[config.mk]
export PLATFORM = sky130hd
export DESIGN_NAME = sram_bus_bridge_flat
export DESIGN_NICKNAME = d
export VERILOG_FILES = /design/src/rtl/sram_bus_bridge_if.sv /design/src/rtl/sram_bus_bridge.sv /design/src/flat_wrapper.sv
export SDC_FILE = /design/constraint.sdc
export NUM_CORES = 1
export LEC_CHECK = 0
export BUFFER_PORTS_ARGS = -buffer_cell sky130_fd_sc_hd__buf_4
export CORE_AREA = 2 2 78 80
export DETAILED_ROUTE_END_ITERATION = 10
export DIE_AREA = 0 0 80 82
export PLACE_DENSITY = 0.78
export SYNTH_ARGS = -nofsm -noshare
export SYNTH_HDL_FRONTEND = slang
export SYNTH_SLANG_ARGS = --single-unit
[constraint.sdc]
create_clock -name clk -period 2.1 [get_ports clk]
set_input_delay 0.105 -clock clk [delete_from_list [all_inputs] [get_ports clk]]
set_output_delay 0.105 -clock clk [all_outputs]
set_load 0.01 [all_outputs]
[src/rtl/sram_bus_bridge_if.sv]
// Bus bundle between the CPU/DMA masters, the arbitrating bridge and the SRAM controller port.
// Handshake: a master raises req (level) with we/addr/wdata stable and holds it until ack;
// ack is a one-cycle pulse, and for reads rdata is valid with ack and held until the next read.
interface sram_bus_bridge_if #(
    parameter int AW = 20
);
    logic          cpu_req;
    logic          cpu_we;
    logic [AW-1:0] cpu_addr;
    logic [7:0]    cpu_wdata;
    logic          cpu_ack;
    logic [7:0]    cpu_rdata;

    logic          dma_req;
    logic          dma_we;
    logic [AW-1:0] dma_addr;
    logic [7:0]    dma_wdata;
    logic          dma_ack;
    logic [7:0]    dma_rdata;

    logic          ram_ena;
    logic          ram_wea;
    logic [AW-1:0] ram_addr;
    logic [7:0]    ram_din;
    logic [7:0]    ram_dout;

    logic          busy;
    logic [1:0]    dbg_state;

    modport slave (
        input  cpu_req, cpu_we, cpu_addr, cpu_wdata,
        output cpu_ack, cpu_rdata,
        input  dma_req, dma_we, dma_addr, dma_wdata,
        output dma_ack, dma_rdata,
        output ram_ena, ram_wea, ram_addr, ram_din,
        input  ram_dout,
        output busy, dbg_state
    );

    modport master (
        output cpu_req, cpu_we, cpu_addr, cpu_wdata,
        input  cpu_ack, cpu_rdata,
        output dma_req, dma_we, dma_addr, dma_wdata,
        input  dma_ack, dma_rdata,
        input  ram_ena, ram_wea, ram_addr, ram_din,
        output ram_dout,
        input  busy, dbg_state
    );
endinterface

[src/rtl/sram_bus_bridge.sv]
// Two-master round-robin front end for the single-port SRAM controller: each grant becomes
// one fixed-length ena/wea/addr/din access followed by a registered one-cycle ack.
module sram_bus_bridge #(
    parameter int AW            = 20,
    parameter int ACCESS_CYCLES = 2
) (
    input  logic              clk,
    input  logic              reset,
    sram_bus_bridge_if.slave  bus
);
    localparam logic [1:0] S_IDLE   = 2'd0;
    localparam logic [1:0] S_ACCESS = 2'd1;
    localparam logic [1:0] S_DONE   = 2'd2;

    localparam logic       GRANT_CPU = 1'b0;
    localparam logic       GRANT_DMA = 1'b1;
    localparam logic [3:0] CNT_LOAD  = 4'(ACCESS_CYCLES - 1);

    logic [1:0]    r_state;
    logic [3:0]    r_cnt;
    logic          r_last_grant;
    logic          r_grant;
    logic          r_is_write;
    logic          r_ram_ena;
    logic          r_ram_wea;
    logic [AW-1:0] r_ram_addr;
    logic [7:0]    r_ram_din;
    logic          r_cpu_ack;
    logic          r_dma_ack;
    logic [7:0]    r_cpu_rdata;
    logic [7:0]    r_dma_rdata;

    logic w_cpu_elig;
    logic w_dma_elig;
    logic w_pick_dma;

    // A master whose ack is high this cycle has not had a chance to drop req yet.
    assign w_cpu_elig = bus.cpu_req & ~r_cpu_ack;
    assign w_dma_elig = bus.dma_req & ~r_dma_ack;
    assign w_pick_dma = w_dma_elig & (~w_cpu_elig | (r_last_grant == GRANT_CPU));

    always_ff @(posedge clk or posedge reset) begin
        if (reset) begin
            r_state      <= S_IDLE;
            r_cnt        <= 4'd0;
            r_last_grant <= GRANT_DMA;
            r_grant      <= GRANT_CPU;
            r_is_write   <= 1'b0;
            r_ram_ena    <= 1'b0;
            r_ram_wea    <= 1'b0;
            r_ram_addr   <= '0;
            r_ram_din    <= 8'd0;
            r_cpu_ack    <= 1'b0;
            r_dma_ack    <= 1'b0;
            r_cpu_rdata  <= 8'd0;
            r_dma_rdata  <= 8'd0;
        end else begin
            r_cpu_ack <= 1'b0;
            r_dma_ack <= 1'b0;
            case (r_state)
                S_IDLE: begin
                    if (w_cpu_elig || w_dma_elig) begin
                        r_grant      <= w_pick_dma;
                        r_last_grant <= w_pick_dma;
                        r_ram_ena    <= 1'b1;
                        r_ram_wea    <= w_pick_dma ? bus.dma_we    : bus.cpu_we;
                        r_is_write   <= w_pick_dma ? bus.dma_we    : bus.cpu_we;
                        r_ram_addr   <= w_pick_dma ? bus.dma_addr  : bus.cpu_addr;
                        r_ram_din    <= w_pick_dma ? bus.dma_wdata : bus.cpu_wdata;
                        r_cnt        <= CNT_LOAD;
                        r_state      <= S_ACCESS;
                    end
                end
                S_ACCESS: begin
                    if (r_cnt == 4'd0) begin
                        r_ram_ena <= 1'b0;
                        r_ram_wea <= 1'b0;
                        r_state   <= S_DONE;
                    end else begin
                        r_cnt <= r_cnt - 4'd1;
                    end
                end
                S_DONE: begin
                    // ram_dout now holds the data from the last enabled read edge.
                    if (r_grant == GRANT_DMA) begin
                        r_dma_ack <= 1'b1;
                        if (!r_is_write) r_dma_rdata <= bus.ram_dout;
                    end else begin
                        r_cpu_ack <= 1'b1;
                        if (!r_is_write) r_cpu_rdata <= bus.ram_dout;
                    end
                    r_state <= S_IDLE;
                end
                default: r_state <= S_IDLE;
            endcase
        end
    end

    assign bus.ram_ena   = r_ram_ena;
    assign bus.ram_wea   = r_ram_wea;
    assign bus.ram_addr  = r_ram_addr;
    assign bus.ram_din   = r_ram_din;
    assign bus.cpu_ack   = r_cpu_ack;
    assign bus.cpu_rdata = r_cpu_rdata;
    assign bus.dma_ack   = r_dma_ack;
    assign bus.dma_rdata = r_dma_rdata;
    assign bus.busy      = (r_state != S_IDLE);
    assign bus.dbg_state = r_state;
endmodule

[src/flat_wrapper.sv]
// flat-port wrapper written by rule: the top's interface ports become plain ports
module sram_bus_bridge_flat 
#(
    parameter int AW            = 20,
    parameter int ACCESS_CYCLES = 2
)
  (clk, reset, bus_cpu_req, bus_cpu_we, bus_cpu_addr, bus_cpu_wdata, bus_cpu_ack, bus_cpu_rdata, bus_dma_req, bus_dma_we, bus_dma_addr, bus_dma_wdata, bus_dma_ack, bus_dma_rdata, bus_ram_ena, bus_ram_wea, bus_ram_addr, bus_ram_din, bus_ram_dout, bus_busy, bus_dbg_state);
  sram_bus_bridge_if #(.AW(AW)) bus_i ();
  input  logic clk;
  input  logic reset;
  input wire logic [$bits(bus_i.cpu_req)-1:0] bus_cpu_req;
  input wire logic [$bits(bus_i.cpu_we)-1:0] bus_cpu_we;
  input wire logic [$bits(bus_i.cpu_addr)-1:0] bus_cpu_addr;
  input wire logic [$bits(bus_i.cpu_wdata)-1:0] bus_cpu_wdata;
  output wire logic [$bits(bus_i.cpu_ack)-1:0] bus_cpu_ack;
  output wire logic [$bits(bus_i.cpu_rdata)-1:0] bus_cpu_rdata;
  input wire logic [$bits(bus_i.dma_req)-1:0] bus_dma_req;
  input wire logic [$bits(bus_i.dma_we)-1:0] bus_dma_we;
  input wire logic [$bits(bus_i.dma_addr)-1:0] bus_dma_addr;
  input wire logic [$bits(bus_i.dma_wdata)-1:0] bus_dma_wdata;
  output wire logic [$bits(bus_i.dma_ack)-1:0] bus_dma_ack;
  output wire logic [$bits(bus_i.dma_rdata)-1:0] bus_dma_rdata;
  output wire logic [$bits(bus_i.ram_ena)-1:0] bus_ram_ena;
  output wire logic [$bits(bus_i.ram_wea)-1:0] bus_ram_wea;
  output wire logic [$bits(bus_i.ram_addr)-1:0] bus_ram_addr;
  output wire logic [$bits(bus_i.ram_din)-1:0] bus_ram_din;
  input wire logic [$bits(bus_i.ram_dout)-1:0] bus_ram_dout;
  output wire logic [$bits(bus_i.busy)-1:0] bus_busy;
  output wire logic [$bits(bus_i.dbg_state)-1:0] bus_dbg_state;
  assign bus_i.cpu_req = bus_cpu_req;
  assign bus_i.cpu_we = bus_cpu_we;
  assign bus_i.cpu_addr = bus_cpu_addr;
  assign bus_i.cpu_wdata = bus_cpu_wdata;
  assign bus_cpu_ack = bus_i.cpu_ack;
  assign bus_cpu_rdata = bus_i.cpu_rdata;
  assign bus_i.dma_req = bus_dma_req;
  assign bus_i.dma_we = bus_dma_we;
  assign bus_i.dma_addr = bus_dma_addr;
  assign bus_i.dma_wdata = bus_dma_wdata;
  assign bus_dma_ack = bus_i.dma_ack;
  assign bus_dma_rdata = bus_i.dma_rdata;
  assign bus_ram_ena = bus_i.ram_ena;
  assign bus_ram_wea = bus_i.ram_wea;
  assign bus_ram_addr = bus_i.ram_addr;
  assign bus_ram_din = bus_i.ram_din;
  assign bus_i.ram_dout = bus_ram_dout;
  assign bus_busy = bus_i.busy;
  assign bus_dbg_state = bus_i.dbg_state;
  sram_bus_bridge #(.AW(AW), .ACCESS_CYCLES(ACCESS_CYCLES)) u_core (.clk(clk), .reset(reset), .bus(bus_i));
endmodule
==> flow_metrics.tcl, run 1 <==
set metrics [dict create \
    grtUsageTotal 0.197 \
    row_count 28 \
    drt-pass1-iter-count 4 \
    crit_type "reg -> reg" \
    worstPathMaxFanout 5 \
    cts_tree "built" \
    fin_crit_sh 0.799 \
    ys.flop_type "dfrtp_1" \
    dpl.hpwl_um 4930 \
    antenna_found_initial 0 \
    setup_tns_ns 0 \
    hold_viol 0 \
    ant_nets 0 \
    yosysUniqueCellTypes 33 \
    synth_area_um2 2560 \
    io_buffers 120 \
    use_met2 0.316 \
    hold_class "in -> reg" \
    core_um2 5750 \
    grt_pass1_wl_um 9860 \
    clock_latency_ns 0.33 \
    power_uw 5190 \
    die_w_um 80 \
    final_common_cell "buf_4" \
    dieArea_um2 6560 \
    peakVddDrop_uv 827 \
    cp.arrival_ns 1.95 \
    seq_area_frac_synth 0.558 \
    rsz0062_at_grt "no" \
    routed-via-count 2256 \
    nets 447 \
    path_clk_slew_ns 0.07 \
    holdPathStages 2 \
    synth_edf_count 0 \
    via_per_inst 4.96 \
    p_leak_uw 0.00188 \
    die_y_um 82 \
    synthArstFlopShare 1.00 \
    cts_inserted_buffers 9 \
    status "finished clean" \
    use_met1 0.250 \
    worstSetupEndpointType "flop" \
    maxCapViolations 0 \
    busiest_layer "met2" \
    postSynthNetCount 321 \
    antenna_cells 0 \
    h-tree-depth 3 \
    syn_inst 249 \
    grt_max_degree 37 \
    cts_root_buf "clkbuf_8" \
    reg2reg_depth 7 \
    layout_common_cells "126 x buf_4, 62 x nand2_1, 56 x dfrtp_1" \
    slew_headroom 0.619 \
    finalSetupViolations 0 \
    grt-ovfl-total 0 \
    finClkSkew_ns 0.00968 \
    drive_above_1_share 0.437 \
    postCtsResizedCells 0 \
    fin_crit_ns 1.68 \
    drt-total-wl_um 6590 \
    maxClockFrequency_mhz 596 \
    ioPinCount 121 \
    power_density_nw_per_um2 1390 \
    fillers 477 \
    drc_errors 0 \
    place_congestion 0.820 \
    startpoint_type "flop" \
    clkSinkCount 57 \
    post_cts_buffers 0 \
    initial_core_util 0.446 \
    tightestPinTransition_ns 0.570 \
    met3_usage 0.0571 \
    drv_slew 0 \
    ys_warn_count 0 \
    cp_data_required_time_ns 2.37 \
    postCtsHoldBufs 1 \
    cts_buffer_depth 2 \
    synth_seq_cells 57 \
    routedWlPerCell_um 14.5 \
    grt_pass1_vias 2144 \
    area_growth_pct 46.2 \
    drt_iter0_markers 110 \
    syn_area_per_cell_um2 10.3 \
]
[worst paths after layout]
| check | slack [ns] | endpoint | start |
|---|---|---|---|
| min in group asynchronous | 0.40 | u_core.r_cnt[1] | reset |
| worst min-delay path | 0.01 | u_core.bus.dma_rdata[2] | bus_ram_dout[2] |
| worst max register to register | 0.42 | u_core.r_cnt[1] | u_core.r_cnt[0] |
| max in group asynchronous | 1.12 | u_core.bus.ram_addr[17] | reset |
| worst max-delay path | 0.42 | u_core.r_cnt[1] | u_core.r_cnt[0] |
| worst min register to register | 0.48 | u_core.bus.ram_ena | u_core.bus.ram_ena |
[stage by stage]
step                      setup slack [ns]  cell area, µm²  hold WS [ns]  utilization  instances
final                                0.422            3740        0.0119        0.652        455
after global routing                 0.228            3740       0.00857        0.652        455
after CTS                            0.441            3740      0.000456        0.652        455
after detailed placement             0.442            3530         0.205        0.615        438
after global placement               0.560            3530         0.207        0.615        438
after floorplan                      0.597            2560         0.253            -        249
[critical path, cell delays in order, from the launching register on]
cell,delay (ns)
dfrtp_1,0.38
inv_1,0.13
ha_1,0.19
nor3b_1,0.42
nand2b_1,0.16
inv_2,0.10
a21oi_1,0.06
a21bo_1,0.17
[synthesized netlist by cell type (all sizes together) (2+ instances only)]
| master | number | area share |
|---|---|---|
| nor2b | 3 | 0.010 |
| o2bb2ai | 2 | 0.0068 |
| nor2 | 35 | 0.052 |
| dfrtp | 56 | 0.55 |
| buf | 9 | 0.027 |
| inv | 6 | 0.0088 |
| a22o | 2 | 0.0068 |
| ha | 2 | 0.0098 |
| mux2i | 3 | 0.012 |
| clkbuf | 4 | 0.0059 |
| nand2b | 4 | 0.0098 |
| nand2 | 62 | 0.091 |
| a31oi | 28 | 0.068 |
| mux2 | 16 | 0.082 |
| a21oi | 2 | 0.0039 |
| nor3 | 4 | 0.012 |
[metal layers]
metal / wire (µm) / vias up / part of all wire
met1: 2690 / 1060 / 0.41
met4: 138 / 0 / 0.021
li1: - / 1092 / -
met5: 0 / - / 0
met2: 3130 / 91 / 0.48
met3: 631 / 13 / 0.096
[flip-flops by register name, summed over array words and instances, names as in the netlist, 2 cells and up]
register and count:
u_core.bus.ram_din 8, u_core.bus.cpu_rdata 8, u_core.bus.dma_rdata 8, u_core.bus.ram_addr 20, u_core.bus.dbg_state 2, u_core.r_cnt 4
[cells by family after synthesis]
group / synth area share
AOI/OAI and AO/OA: 0.106
buffers and inverters: 0.0420
muxes: 0.0938
adders and majority gates: 0.00977
and+or+nand+nor: 0.191
DFF: 0.558
[final cells by class]
cell class	count	area [µm²]	share of cell area
inverters	6	22.5	0.00602
clock inverters	3	40.0	0.0107
clock buffers	13	159	0.0424
repair buffers	128	976	0.261
flip-flops and latches	57	1430	0.381
multi-input cells	173	1020	0.274
well taps	75	93.8	0.0251
[report_power, final]
part,switching [µW],internal (µW),total [µW]
Combinational,1030,1180,2210
Clock,420,610,1030
Sequential,334,1610,1950
Power figures use the tool's default switching activity.
==> inputs of run 2 (changes only) <==
--- a/config.mk
+++ b/config.mk
@@ -6,10 +6,10 @@
 export NUM_CORES = 1
 export LEC_CHECK = 0
 export BUFFER_PORTS_ARGS = -buffer_cell sky130_fd_sc_hd__buf_4
-export CORE_AREA = 2 2 78 80
+export CORE_AREA = 2 2 82 84
 export DETAILED_ROUTE_END_ITERATION = 10
-export DIE_AREA = 0 0 80 82
-export PLACE_DENSITY = 0.78
+export DIE_AREA = 0 0 84 86
+export PLACE_DENSITY = 0.74
 export SYNTH_ARGS = -nofsm -noshare
 export SYNTH_HDL_FRONTEND = slang
 export SYNTH_SLANG_ARGS = --single-unit
==> constraint.sdc (replaced) <==
create_clock -name clk -period 1.5 [get_ports clk]
set_input_delay 0.075 -clock clk [delete_from_list [all_inputs] [get_ports clk]]
set_output_delay 0.075 -clock clk [all_outputs]
set_load 0.01 [all_outputs]
==> run 2 against run 1 <==
Compared with the run above: wire length increased by 9.9%; flip-flop and latch count unchanged; clock skew decreased by 0.0045 ns; clock power increased by 37%.
==> flow_metrics.tcl, run 2 (synthesis gave the netlist of run 1 again) <==
set metrics [dict create \
    tightestPinTransition_ns 0.448 \
    slowest_delay_ns 0.37 \
    crit_end "u_core.r_cnt[1]" \
    critical_path_depth 8 \
    critPathTopFamily "flip-flops" \
    path_clk_slew_ns 0.06 \
    r2r-start "u_core.r_cnt[1]" \
    cts_tree "built" \
    drt-total-wl_um 7240 \
    drt-pass1-iter-count 4 \
    row_count 29 \
    drv_slew 0 \
    routed-via-count 2438 \
    drc_errors 0 \
    cts_buffer_depth 2 \
    final_common_cell "buf_4" \
    crit_chain "inv_2 > ha_4 > nor3b_2 > buf_4 > nand2b_4 > inv_2 > a21oi_2 > a21bo_1" \
    power_density_nw_per_um2 1850 \
    r2r_setup_slack_ns 0.05 \
    clock_latency_ns 0.32 \
    status "finished clean" \
    cp_data_required_time_ns 1.71 \
    power_uw 7730 \
    reg2reg_depth 8 \
    dieArea_um2 7220 \
    io_buffers 120 \
    crit_type "reg -> reg" \
    core_um2 6280 \
    finClkSkew_ns 0.00517 \
    slew_headroom 0.701 \
    dpl.hpwl_um 4890 \
    peakVddDrop_uv 1120 \
    grtUsageTotal 0.192 \
    ioPinCount 121 \
    area_growth_pct 62.9 \
    initial_core_util 0.408 \
    h-tree-depth 3 \
    finalSetupViolations 0 \
    largest_reg_flops 20 \
    critPathMostFrequentCell "inv_2" \
    routedWlPerCell_um 14.7 \
    drt_iter0_markers 133 \
    grt_pass1_wl_um 10800 \
    die_y_um 86 \
    startpoint_type "flop" \
    ant_nets 0 \
    crit_start "u_core.r_cnt[1]" \
    cts_root_buf "clkbuf_8" \
    hold_class "in -> reg" \
    die_w_um 84 \
    clkSinkCount 57 \
    p_leak_uw 0.00207 \
    cp.buffers_inverters 3 \
    antenna_found_initial 0 \
    grt-ovfl-total 0 \
    cp.arrival_ns 1.66 \
    maxClockFrequency_mhz 691 \
    place_congestion 0.804 \
    cpMaxStageDelayCell "dfrtp_1" \
    drive_above_1_share 0.457 \
    fin_crit_sh 0.964 \
    cts_inserted_buffers 9 \
    maxCapViolations 0 \
    layout_common_cells "136 x buf_4, 61 x nand2_1, 55 x dfrtp_1" \
    antenna_cells 0 \
    via_per_inst 4.97 \
    fin_crit_ns 1.45 \
    nets 482 \
    r2r_end "u_core.r_cnt[1]" \
    grt_pass1_vias 2319 \
    worstSetupEndpointType "flop" \
    grt_max_degree 35 \
    worstPathMaxFanout 4 \
    hold_viol 0 \
    holdWs_ns 0.0126 \
]
## run 2: changes by cell type in the layout (fill, tap and decap cells not counted), sizes merged
cell	change
buf	+14
clkbuf	+1
dlygate4sd3	+19
## run 2: how the worst min path moves through the flow
stage               depth (start not counted)              from                       to
floorplan                                   2   bus_cpu_addr[0]   u_core.bus.ram_addr[0]
global placement                            2             reset  u_core.bus.ram_addr[10]
detailed placement                          2             reset   u_core.bus.ram_addr[9]
CTS                                         3   bus_dma_addr[5]   u_core.bus.ram_addr[5]
global route                                3  bus_cpu_addr[19]  u_core.bus.ram_addr[19]
finish                                      3   bus_cpu_addr[4]   u_core.bus.ram_addr[4]
## run 2: per-stage QoR
stage | instances | area, µm² | setup TNS (ns) | worst slack (ns) | utilization
after floorplan | 249 | 2560 | 0 | 0.0270 | -
after global routing | 491 | 4170 | -0.0472 | -0.0163 | 0.664
final | 491 | 4170 | 0 | 0.0535 | 0.664
after detailed placement | 449 | 3640 | -0.00575 | -0.00575 | 0.580
after global placement | 449 | 3640 | 0 | 0.0580 | 0.580
after CTS | 483 | 4030 | 0 | 0.00911 | 0.642
## run 2: final cells by class
cell class              instances  area, µm²
multi-input cells             173       1060
inverters                       6       22.5
flip-flops and latches         57       1430
clock inverters                 3       40.0
repair buffers                163       1370
fillers                       507       2110
clock buffers                  12        155
well taps                      77       96.3
## run 2: what timing repair did
action | CTS | global route
hold buffers | 19 | 1
cloned | 0 | 2
gates resized for setup | 1 | 7
endpoints found under the setup margin | 1 | 15
hold endpoints to repair | 41 | 1
setup buffers | 0 | 5
## run 2: routing by layer
metal	vias to the layer above	routed length [µm]	GRT usage
met1	1182	2980	0.220
met3	10	377	0.0433
met4	0	99	0.0850
li1	1160	-	-
met2	86	3790	0.344
met5	-	0	0
## run 2: worst min-delay path, cell delays in order
cell	delay [ns]
buf_4	0.11
nand2_1	0.04
a31oi_1	0.07
## run 2: power by group
| group | total [µW] | internal (µW) | switching, µW |
|---|---|---|---|
| Clock | 1410 | 843 | 567 |
| Combinational | 3590 | 1980 | 1610 |
| Sequential | 2730 | 2260 | 468 |
==> inputs of run 3 (changes only) <==
--- a/config.mk
+++ b/config.mk
@@ -6,10 +6,12 @@
 export NUM_CORES = 1
 export LEC_CHECK = 0
 export BUFFER_PORTS_ARGS = -buffer_cell sky130_fd_sc_hd__buf_4
-export CORE_AREA = 2 2 82 84
+export CELL_PAD_IN_SITES_DETAIL_PLACEMENT = 0
+export CELL_PAD_IN_SITES_GLOBAL_PLACEMENT = 1
+export CORE_AREA = 2 2 96 98
 export DETAILED_ROUTE_END_ITERATION = 10
-export DIE_AREA = 0 0 84 86
-export PLACE_DENSITY = 0.74
+export DIE_AREA = 0 0 98 100
+export PLACE_DENSITY_LB_ADDON = 0.1
 export SYNTH_ARGS = -nofsm -noshare
 export SYNTH_HDL_FRONTEND = slang
 export SYNTH_SLANG_ARGS = --single-unit
==> run 3 against run 2 <==
Compared with the run above: critical path depth did not move; cell count rose by 11%; hold slack improved by 0.0040 ns; global-route usage fell by 3.7 points; flip-flop and latch count did not move; highest routed layer unchanged.
==> flow_metrics.tcl, run 3 (synthesis gave the netlist of run 1 again) <==
set metrics [dict create \
    status "finished clean" \
    setup_ws_ns 0.0646 \
    cts_buffer_depth 2 \
    r2r-start "u_core.r_cnt[1]" \
    grt_pass1_vias 2466 \
    p_sw_frac 0.339 \
    drt_iter0_markers 72 \
    final_common_cell "buf_4" \
    ioPinCount 121 \
    setup_tns_ns 0 \
    fin_crit_sh 0.957 \
    clkSinkCount 57 \
    row_count 35 \
    r2r_setup_slack_ns 0.06 \
    tightestPinTransition_ns 0.499 \
    h-tree-depth 3 \
    maxCapViolations 0 \
    cp_data_required_time_ns 1.71 \
    maxClockFrequency_mhz 697 \
    p_sw_uw 2560 \
    via_per_inst 4.45 \
    grt_pass1_wl_um 12000 \
    place_worst_setup_slack_ns 0.0219 \
    slew_headroom 0.667 \
    drt-total-wl_um 7270 \
    largest_reg_flops 20 \
    drv_slew 0 \
    drt-pass1-iter-count 4 \
    finalSetupViolations 0 \
    power_frac_comb 0.455 \
    cp.arrival_ns 1.65 \
    grtUsageTotal 0.155 \
    worstSetupEndpointType "flop" \
    antenna_found_initial 0 \
    cts_root_buf "clkbuf_8" \
    die_w_um 98 \
    crit_start "u_core.r_cnt[1]" \
    io_buffers 120 \
    antenna_cells 0 \
    cts_inserted_buffers 9 \
    reg2reg_depth 8 \
    core_um2 8890 \
    dpl.hpwl_um 5190 \
    initial_core_util 0.288 \
    hold_viol 0 \
    r2r_end "u_core.r_cnt[1]" \
    worstHoldEndpoint "u_core.bus.ram_addr[3]" \
    grt-ovfl-total 0 \
    worstPathMaxFanout 4 \
    clock_latency_ns 0.33 \
    finClkSkew_ns 0.00565 \
    clkPwrFrac 0.187 \
    ant_nets 0 \
    cts_tree "built" \
    p_seq_frac 0.358 \
    place_congestion 0.785 \
    layout_common_cells "133 x buf_4, 62 x nand2_1, 56 x dfrtp_1" \
    path_clk_slew_ns 0.06 \
    dieArea_um2 9800 \
    stdcell_area_um2 4390 \
    fin_util 0.494 \
    routedWlPerCell_um 13.3 \
    routed-via-count 2435 \
    drc_errors 0 \
    nets 504 \
    peakVddDrop_uv 726 \
    dpl_cell_area_um2 3710 \
    hold_class "in -> reg" \
    min-delay-start "bus_dma_addr[3]" \
    crit_type "reg -> reg" \
    drive_above_1_share 0.420 \
    power_density_nw_per_um2 1720 \
    die_y_um 100 \
    rsz0062_at_grt "yes" \
    internal_power_uw 5010 \
    holdPathStages 3 \
    grt_max_degree 23 \
    fin_crit_ns 1.44 \
    area_growth_pct 71.5 \
    p_leak_uw 0.00215 \
    startpoint_type "flop" \
]
## run 3: repair_timing
action                                  4_1_cts  5_1_grt
hold buffers                                 45        0
endpoints found under the setup margin        0       11
gates resized for setup                       0        7
endpoints found under the hold margin        54        0
setup buffers                                 0        1
## run 3: worst max path at each step
stage,slack (ns),depth (start not counted),endpoint
floorplan,0.03,1,u_core.bus.cpu_ack
global placement,0.04,4,u_core.r_cnt[3]
detailed placement,0.02,8,u_core.r_cnt[1]
CTS,0.006,8,u_core.r_cnt[1]
global route,-0.03,8,u_core.r_cnt[1]
finish,0.06,8,u_core.r_cnt[1]
## run 3: layer usage
metal,share of wire,wire length [µm],track usage
met2,0.47,3400,0.241
met5,0,0,0
met4,0.024,173,0.0684
met3,0.064,462,0.0411
met1,0.44,3230,0.205
## run 3: worst max-delay path, cell delays in order (launching register included)
cell and delay [ns]:
dfrtp_1 0.36, inv_1 0.06, ha_2 0.17, nor3b_2 0.15, buf_4 0.15, nand2b_4 0.06
inv_2 0.05, a21oi_2 0.12, a21bo_1 0.20
## run 3: cell type report
class	count	area (µm²)
multi-input cells	173	1040
well taps	111	139
repair buffers	185	1560
flip-flops and latches	57	1430
clock buffers	12	155
clock inverters	3	40.0
fillers	885	4500
inverters	6	22.5
## run 3: per-stage QoR
stage	hold slack [ns]	power (µW)	instances
after floorplan	0.223	4430	249
after global placement	0.135	6000	486
after detailed placement	0.137	6040	486
after CTS	0.000273	7590	546
after global routing	0.0115	8160	547
final	0.0166	7570	547
## run 3: power by group through the flow
stage | combinational (µW) | sequential, µW | clock (µW)
6_report | 3440 | 2710 | 1420
5_1_grt | 3800 | 2790 | 1560
4_1_cts | 3410 | 2710 | 1480
3_5_place_dp | 3310 | 2730 | 0
3_3_place_gp | 3280 | 2710 | 0
2_1_floorplan | 1450 | 2970 | 0
